[src/rtl/dec_bist_pkg.sv]
// Shared types and sizes for the 4x16 decoder BIST sweepers.
// Pure declarations: no latency, no flow control.
package dec_bist_pkg;

  localparam int ADDR_W = 4;
  localparam int OUT_W  = 16;

  typedef enum logic [1:0] {
    IDLE  = 2'd0,
    WAIT  = 2'd1,
    CHECK = 2'd2,
    DONE  = 2'd3
  } bist_state_t;

endpackage

[src/rtl/dec_bist_compare.sv]
// Expected one-hot pattern for a select code and mismatch against the observed outputs.
// Combinational, zero latency; no backpressure.
module dec_bist_compare
  import dec_bist_pkg::*;
(
  input  logic [ADDR_W-1:0] code,
  input  logic [OUT_W-1:0]  d,
  output logic [OUT_W-1:0]  exp_d,
  output logic              mismatch
);

  assign exp_d    = OUT_W'(1) << code;
  // Any deviation counts: zero-hot, multi-hot and a misplaced single bit.
  assign mismatch = (d != exp_d);

endmodule

[src/rtl/dec_bist_sweeper.sv]
// Sweeps decoder selects through all 16 codes, checks D per code, accumulates a fault summary.
// Latency: 16*(SETTLE+1) cycles from start to done; start is ignored while busy (no backpressure).
module dec_bist_sweeper
  import dec_bist_pkg::*;
#(
  parameter int SETTLE = 2
) (
  input  logic              clk,
  input  logic              rst,
  input  logic              start,
  input  logic [OUT_W-1:0]  D,
  output logic              X,
  output logic              Y,
  output logic              Z,
  output logic              W,
  output logic              busy,
  output logic              done,
  output logic              pass,
  output logic [4:0]        fault_cnt,
  output logic [OUT_W-1:0]  fault_map,
  output logic [ADDR_W-1:0] first_fail_addr,
  output logic              first_fail_valid
);

  localparam logic [3:0]        CNT_LAST  = 4'(SETTLE - 1);
  localparam logic [ADDR_W-1:0] CODE_LAST = {ADDR_W{1'b1}};

  bist_state_t       state, state_nxt;
  logic [ADDR_W-1:0] code;
  logic [3:0]        cnt;
  logic [OUT_W-1:0]  exp_d;
  logic              mismatch;

  dec_bist_compare u_compare (
    .code     (code),
    .d        (D),
    .exp_d    (exp_d),
    .mismatch (mismatch)
  );

  always_ff @(posedge clk or posedge rst) begin
    if (rst) state <= IDLE;
    else     state <= state_nxt;
  end

  always_comb begin
    state_nxt = state;
    case (state)
      IDLE, DONE: if (start) state_nxt = WAIT;
      WAIT:       if (cnt == CNT_LAST) state_nxt = CHECK;
      CHECK:      state_nxt = (code == CODE_LAST) ? DONE : WAIT;
      default:    state_nxt = IDLE;
    endcase
  end

  always_ff @(posedge clk or posedge rst) begin
    if (rst) begin
      code             <= '0;
      cnt              <= '0;
      fault_cnt        <= '0;
      fault_map        <= '0;
      first_fail_addr  <= '0;
      first_fail_valid <= 1'b0;
    end else begin
      case (state)
        IDLE, DONE: begin
          if (start) begin
            code             <= '0;
            cnt              <= '0;
            fault_cnt        <= '0;
            fault_map        <= '0;
            first_fail_addr  <= '0;
            first_fail_valid <= 1'b0;
          end
        end
        WAIT: cnt <= cnt + 4'd1;
        CHECK: begin
          if (mismatch) begin
            fault_cnt       <= fault_cnt + 5'd1;
            fault_map[code] <= 1'b1;
            if (!first_fail_valid) begin
              first_fail_addr  <= code;
              first_fail_valid <= 1'b1;
            end
          end
          // Code stays at 15 on the last check so DONE presents it.
          if (code != CODE_LAST) begin
            code <= code + 1'b1;
            cnt  <= '0;
          end
        end
        default: ;
      endcase
    end
  end

  assign {X, Y, Z, W} = code;
  assign busy         = (state == WAIT) || (state == CHECK);
  assign done         = (state == DONE);
  assign pass         = done && (fault_cnt == 5'd0);

  logic unused_exp;
  assign unused_exp = ^exp_d;

endmodule

[config.mk]
export PLATFORM = sky130hd
export DESIGN_NAME = dec_bist_sweeper
export DESIGN_NICKNAME = d
export VERILOG_FILES = /design/src/rtl/dec_bist_pkg.sv /design/src/rtl/dec_bist_compare.sv /design/src/rtl/dec_bist_sweeper.sv
export SDC_FILE = /design/constraint.sdc
export NUM_CORES = 1
export LEC_CHECK = 0
export CORE_ASPECT_RATIO = 0.75
export CORE_UTILIZATION = 52
export CTS_BUF_LIST = sky130_fd_sc_hd__clkbuf_4
export DETAILED_ROUTE_END_ITERATION = 12
export PLACE_DENSITY = 0.83
export SLEW_MARGIN = 0
export SYNTH_ARGS = -nofsm -noshare
export SYNTH_HDL_FRONTEND = slang
export SYNTH_SLANG_ARGS = --single-unit
export TNS_END_PERCENT = 50
[constraint.sdc]
create_clock -name clk -period 2.7 [get_ports clk]
set_input_delay 0.54 -clock clk [delete_from_list [all_inputs] [get_ports clk]]
set_output_delay 0.54 -clock clk [all_outputs]
set_load 0.05 [all_outputs]
### Word-level counts from Yosys, hierarchy flattened

Cells that the tools add are included.

| storage, ports and cells | value |
|---|---|
| register bits after elaboration | 36 |
| input port bits | 19 |
| output and inout bits | 33 |
| logic and storage cells | 61 |

| cells by class | value |
|---|---|
| $add $sub $neg | 3 |
| magnitude comparators | 2 |
| eq/ne operators | 12 |
| shift-type cells | 1 |
| muxes and demuxes | 23 |
| bitwise operators | 1 |
| reduce and logical (&&, ||, !) cells | 12 |

Operator list:

| cell | count |
|---|---|
| $mux 16 | 2 |
| $pmux 16 s2 | 1 |
| $mux 4 | 5 |
| $ne 16x16->1 | 1 |
| $or 16x16->16 | 1 |
| $pmux 4 s2 | 2 |
| $shl 1x4->16 const A | 1 |
| $pmux 4 s3 | 1 |
| $mux 5 | 2 |
| $ne 2x2->1 const B | 5 |
| $pmux 5 s2 | 1 |
| $add 4x1->4 const B | 2 |
| $mux 2 | 3 |
| $pmux 2 s3 | 1 |
| $reduce_and 3->1 | 2 |
| $add 5x1->5 const B | 1 |
| $logic_not 5->1 | 1 |
| $lt 4x5->1 const B | 1 |
| $demux 1 s4 | 1 |
| $eq 2x2->1 const B | 2 |
| $eq 4x1->1 const B | 1 |
| $eq 4x4->1 const B | 1 |
| $ge 4x1->1 const B | 1 |
| $ne 4x4->1 const B | 1 |
| 10 further kinds | 14 |

### Logic depth before layout (Yosys ltp)

| depth | value |
|---|---|
| depth after elaboration | 7 |
| gate-level depth with buffers | 11 |
| mapped depth without buffers | 9 |

### Cells and area by module

A second synthesis with hierarchy kept.

| second synthesis, totals | value |
|---|---|
| cell total of the unflattened synthesis | 251 |
| area, all modules | 2,316.0 sq um |

Modules (own cells, without submodules):

| module | instances | cells an instance | area an instance (sq um) | seq. area each (sq um) |
|---|---|---|---|---|
| dec_bist_sweeper | 1 | 172 | 1,845.5 | 900.9 |
| dec_bist_compare | 1 | 79 | 470.5 | 0.0 |

### Worst setup path after synthesis

Ideal clock, no wire load.

| path | value |
|---|---|
| path kind | register to output |
| start point | register state[0] |
| end point | output port pass |
| data arrival time | 2.430 ns |
| required time | 2.160 ns |
| slack | -0.270 ns |
| cell stages (with the launch flop) | 4 |
| buffers on the path | 0 |
| cells stage by stage | dfrtp_1 -> ha_1 -> nand2_1 -> nor4_1 |

| on the way | value |
|---|---|
| longest elaborated chain between the ends | 2 |

RTL lines:

| what | RTL line | source |
|---|---|---|
| from (decl) | dec_bist_sweeper.sv:28 | `bist_state_t state, state_nxt;` |
| from (signal assigned) | dec_bist_sweeper.sv:43 | `else state <= state_nxt;` |
| $eq 2x2->1 | dec_bist_sweeper.sv:99 | `assign done = (state == DONE);` |
| named net done | dec_bist_sweeper.sv:17 | `output logic done,` |
| $logic_and 1x1->1 | dec_bist_sweeper.sv:100 | `assign pass = done && (fault_cnt == 5'd0);` |
| to (decl) | dec_bist_sweeper.sv:18 | `output logic pass,` |

The timed path passes the listed nets, and every way through them passes these cells.

### Worst setup path after layout

| path | value |
|---|---|
| start point | register code[1] |
| end point | register fault_cnt[2] |

| on the way | value |
|---|---|
| longest elaborated chain between the ends | 4 |

RTL lines:

| what | RTL line | source |
|---|---|---|
| from (decl) | dec_bist_sweeper.sv:29 | `logic [ADDR_W-1:0] code;` |
| from (signal assigned) | dec_bist_sweeper.sv:88 | `code <= code + 1'b1;` |
| $shl 1x4->16 | dec_bist_compare.sv:12 | `assign exp_d = OUT_W'(1) << code;` |
| $ne 16x16->1 | dec_bist_compare.sv:14 | `assign mismatch = (d != exp_d);` |
| $ne 2x2->1 (no source line) | -- |  |
| $reduce_and 3->1 (no source line) | -- |  |
| to (signal assigned) | dec_bist_sweeper.sv:79 | `fault_cnt <= fault_cnt + 5'd1;` |
| to (decl) | dec_bist_sweeper.sv:19 | `output logic [4:0] fault_cnt,` |

No other way between the ends.
A chain may end at the register's enable or synchronous reset.

==> out/qor.txt <==
Slew Limit Fails = 0
Crit. Startpoint = code[1]
Layout cells sized above 1 = 0.118
Crit path time final = 2600 ps
Design area = 0.00292 mm2
Via count = 2088
Vias in the first global route = 1891
Placed Area = 0.00280 mm2
Worst R2R Path Depth = 10
Die footprint = 0.00452 mm2
Drt total wl = 5570 um
Fin. Hold Viols = 0
Flop-to-flop setup slack = 100 ps
Fin nets = 336
Most common cell in the netlist = dfrtp_1
Syn Area/Cell = 8.95 um2
H-tree depth = 2
P&R area growth vs syn = 32.2%
Netlist cell types = 49
Root Buffer = clkbuf_4
Async set or reset register ratio after synthesis = 1.00
MaxCap Viol Count = 0
Drt pass-1 iters = 5
Critical path arrival = 2860 ps
Final Setup Violations = 0
F_max = 384 MHz
Critical path required time = 2960 ps
Clock latency on the worst-skew pair = 360 ps
Vias per cell = 5.82
Initial core utilization = 0.545
Io pins = 52
Worst vdd ir = 0.000436 V
Global-route wire length before repair = 9000 um
Drt initial violations = 211
Diode count = 0
Crit Path Max Fanout = 8
Hold Path Class = flop to flop
Clock transition at the registers of the reported paths = 110 ps
Setup crit end = fault_cnt[2]
Reg2reg end = fault_cnt[2]
Syn Inst Count = 247
DRC violation count after routing = 0
CTS Buffer Depth = 2
Hpwl dp = 3880 um
CTS tree = built
Synth Warn # = 0
Worst-margin pin slew = 513 ps
Final setup TNS = 0 ps
Rows = 20
Congestion Overflow GR = 0
Slew headroom = 0.657
DIE WIDTH = 77.3 um
Unrepaired setup endpoints after global routing = false
Top post-synthesis cells by count = dfrtp_1 (36), nand2_1 (33), nor2_1 (18), nor3_1 (15), ha_1 (14)
Worst Path Class, Setup = flop to flop
RD Place Congestion = 0.807
Placed Cells = 348
Syn_nets = 280
GRT Total Usage = 0.260
Flops & latches, synth = 36
Top post-synthesis cells by area = dfrtp_1 (41%), ha_1 (7.9%), nand2_1 (5.6%), o21a_1 (4.1%), nor3_1 (3.4%)
Fin cells = 359
Die H = 58.5 um
Synthesized area = 0.00221 mm2
FF-to-FF Start = code[1]
Seq/Total Area, Yosys = 0.408
Startpoint types = flop
Min Hold Slack = 494 ps
Num CTS Buffers = 5
Part of the cycle the worst path needs = 0.964
Routed len/inst = 15.5 um
Lkg Pwr = 0.00127 uW
Core box area = 0.00405 mm2
Element type at the critical path end = flop
Top FF cell, synth = dfrtp_1
Post-synth EDFFs = 0
CTS sink count = 36
Clk_skew = 12.5 ps
Leading area contributor after synthesis = dfrtp_1
Synth top area share = 0.408
# hold bufs at CTS = 0
Port Buffers = 51
Largest net degree at the start of global routing = 37
PnR Total Power = 1850 uW
Remaining antenna violation count = 0
Run status = finished, final reports clean
Power Density = 635 mW/mm2
Initial antenna violation count = 0
registers in the layout, summed over array words and instances, names as in the netlist:
signal	count
first_fail_addr	4
fault_map	16
code	4
state	2
fault_cnt	5
cnt	4
first_fail_valid	1
critical path, stage by stage, from the launching register on:
cell and delay (ps):
dfrtp_2 470, buf_4 150, ha_2 220, buf_4 160, a21boi_0 270, nor3_1 100
o22ai_2 180, nor4_4 70, buf_4 170, or2_2 350, a221o_1 350
worst min-delay path by stage:
stage                  startpoint             to  slack [ps]  cells after the start
floorplan                  cnt[3]         cnt[3]         450                      1
global placement     fault_map[2]   fault_map[2]         480                      1
detailed placement  fault_map[11]  fault_map[11]         480                      1
CTS                        cnt[3]         cnt[3]         500                      1
global route               cnt[3]         cnt[3]         530                      1
finish                     cnt[3]         cnt[3]         490                      1
per-stage QoR:
stage	util	worst slack [ps]
6_report	0.721	97.5
5_1_grt	0.721	16.5
3_5_place_dp	0.692	-34.9
2_1_floorplan	-	45.0
3_3_place_gp	0.692	25.9
4_1_cts	0.706	35.8
cells by family (layout without fill, tap and decap cells):
group	Yosys count	count (layout)	share of synthesized area
and+or+nand+nor	99	99	0.223
muxes	1	1	0.00453
DFF	36	36	0.408
adders and majority gates	14	14	0.0793
AOI/OAI and AO/OA	71	71	0.234
buffers and inverters	26	83	0.0521
cell type report:
class	count	area, um2
clock buffers	7	52.6
inverters	13	48.8
well taps	55	68.8
flip-flops and latches	36	903
repair buffers	62	607
fillers	325	1130
clock inverters	1	5.00
multi-input cells	185	1240
per-layer routing:
| metal | vias to the layer above | GRT usage | share of wire |
|---|---|---|---|
| met5 | - | 0 | 0 |
| met3 | 11 | 0.0481 | 0.049 |
| li1 | 1021 | - | - |
| met1 | 991 | 0.362 | 0.48 |
| met2 | 65 | 0.408 | 0.45 |
| met4 | 0 | 0.0997 | 0.021 |
cell usage in the layout (no fill, tap or decap), types with 3 or more instances in the layout:
master	Yosys	final
buf_4	1	10
a22o_1	5	5
ha_2	0	4
o21ai_0	8	8
a21oi_1	4	4
nand2b_1	4	4
a32o_1	5	5
o21a_1	12	12
nor2_1	18	18
ha_1	14	9
nand2_1	33	33
o31ai_1	4	4
dfrtp_1	36	34
clkdlybuf4s50_1	0	49
o21ai_1	8	8
inv_1	9	9
a31oi_1	4	4
nor4_1	7	6
nor3_1	15	15
nand3_1	6	6
inv_2	3	3
o22ai_1	4	3
clkbuf_4	0	7
where the power goes:
group	leakage, uW	internal (uW)	switching [uW]	total (uW)
clock network	0.0000361	121	182	304
logic	0.000741	306	576	882
registers	0.000492	599	69.8	669
repair_timing:
item                       4_1_cts  5_1_grt
resized for setup                1        9
pin swaps                        0        0
buffers inserted                 0        3
setup endpoints to repair        1       24
Power figures use the tool's default switching activity.
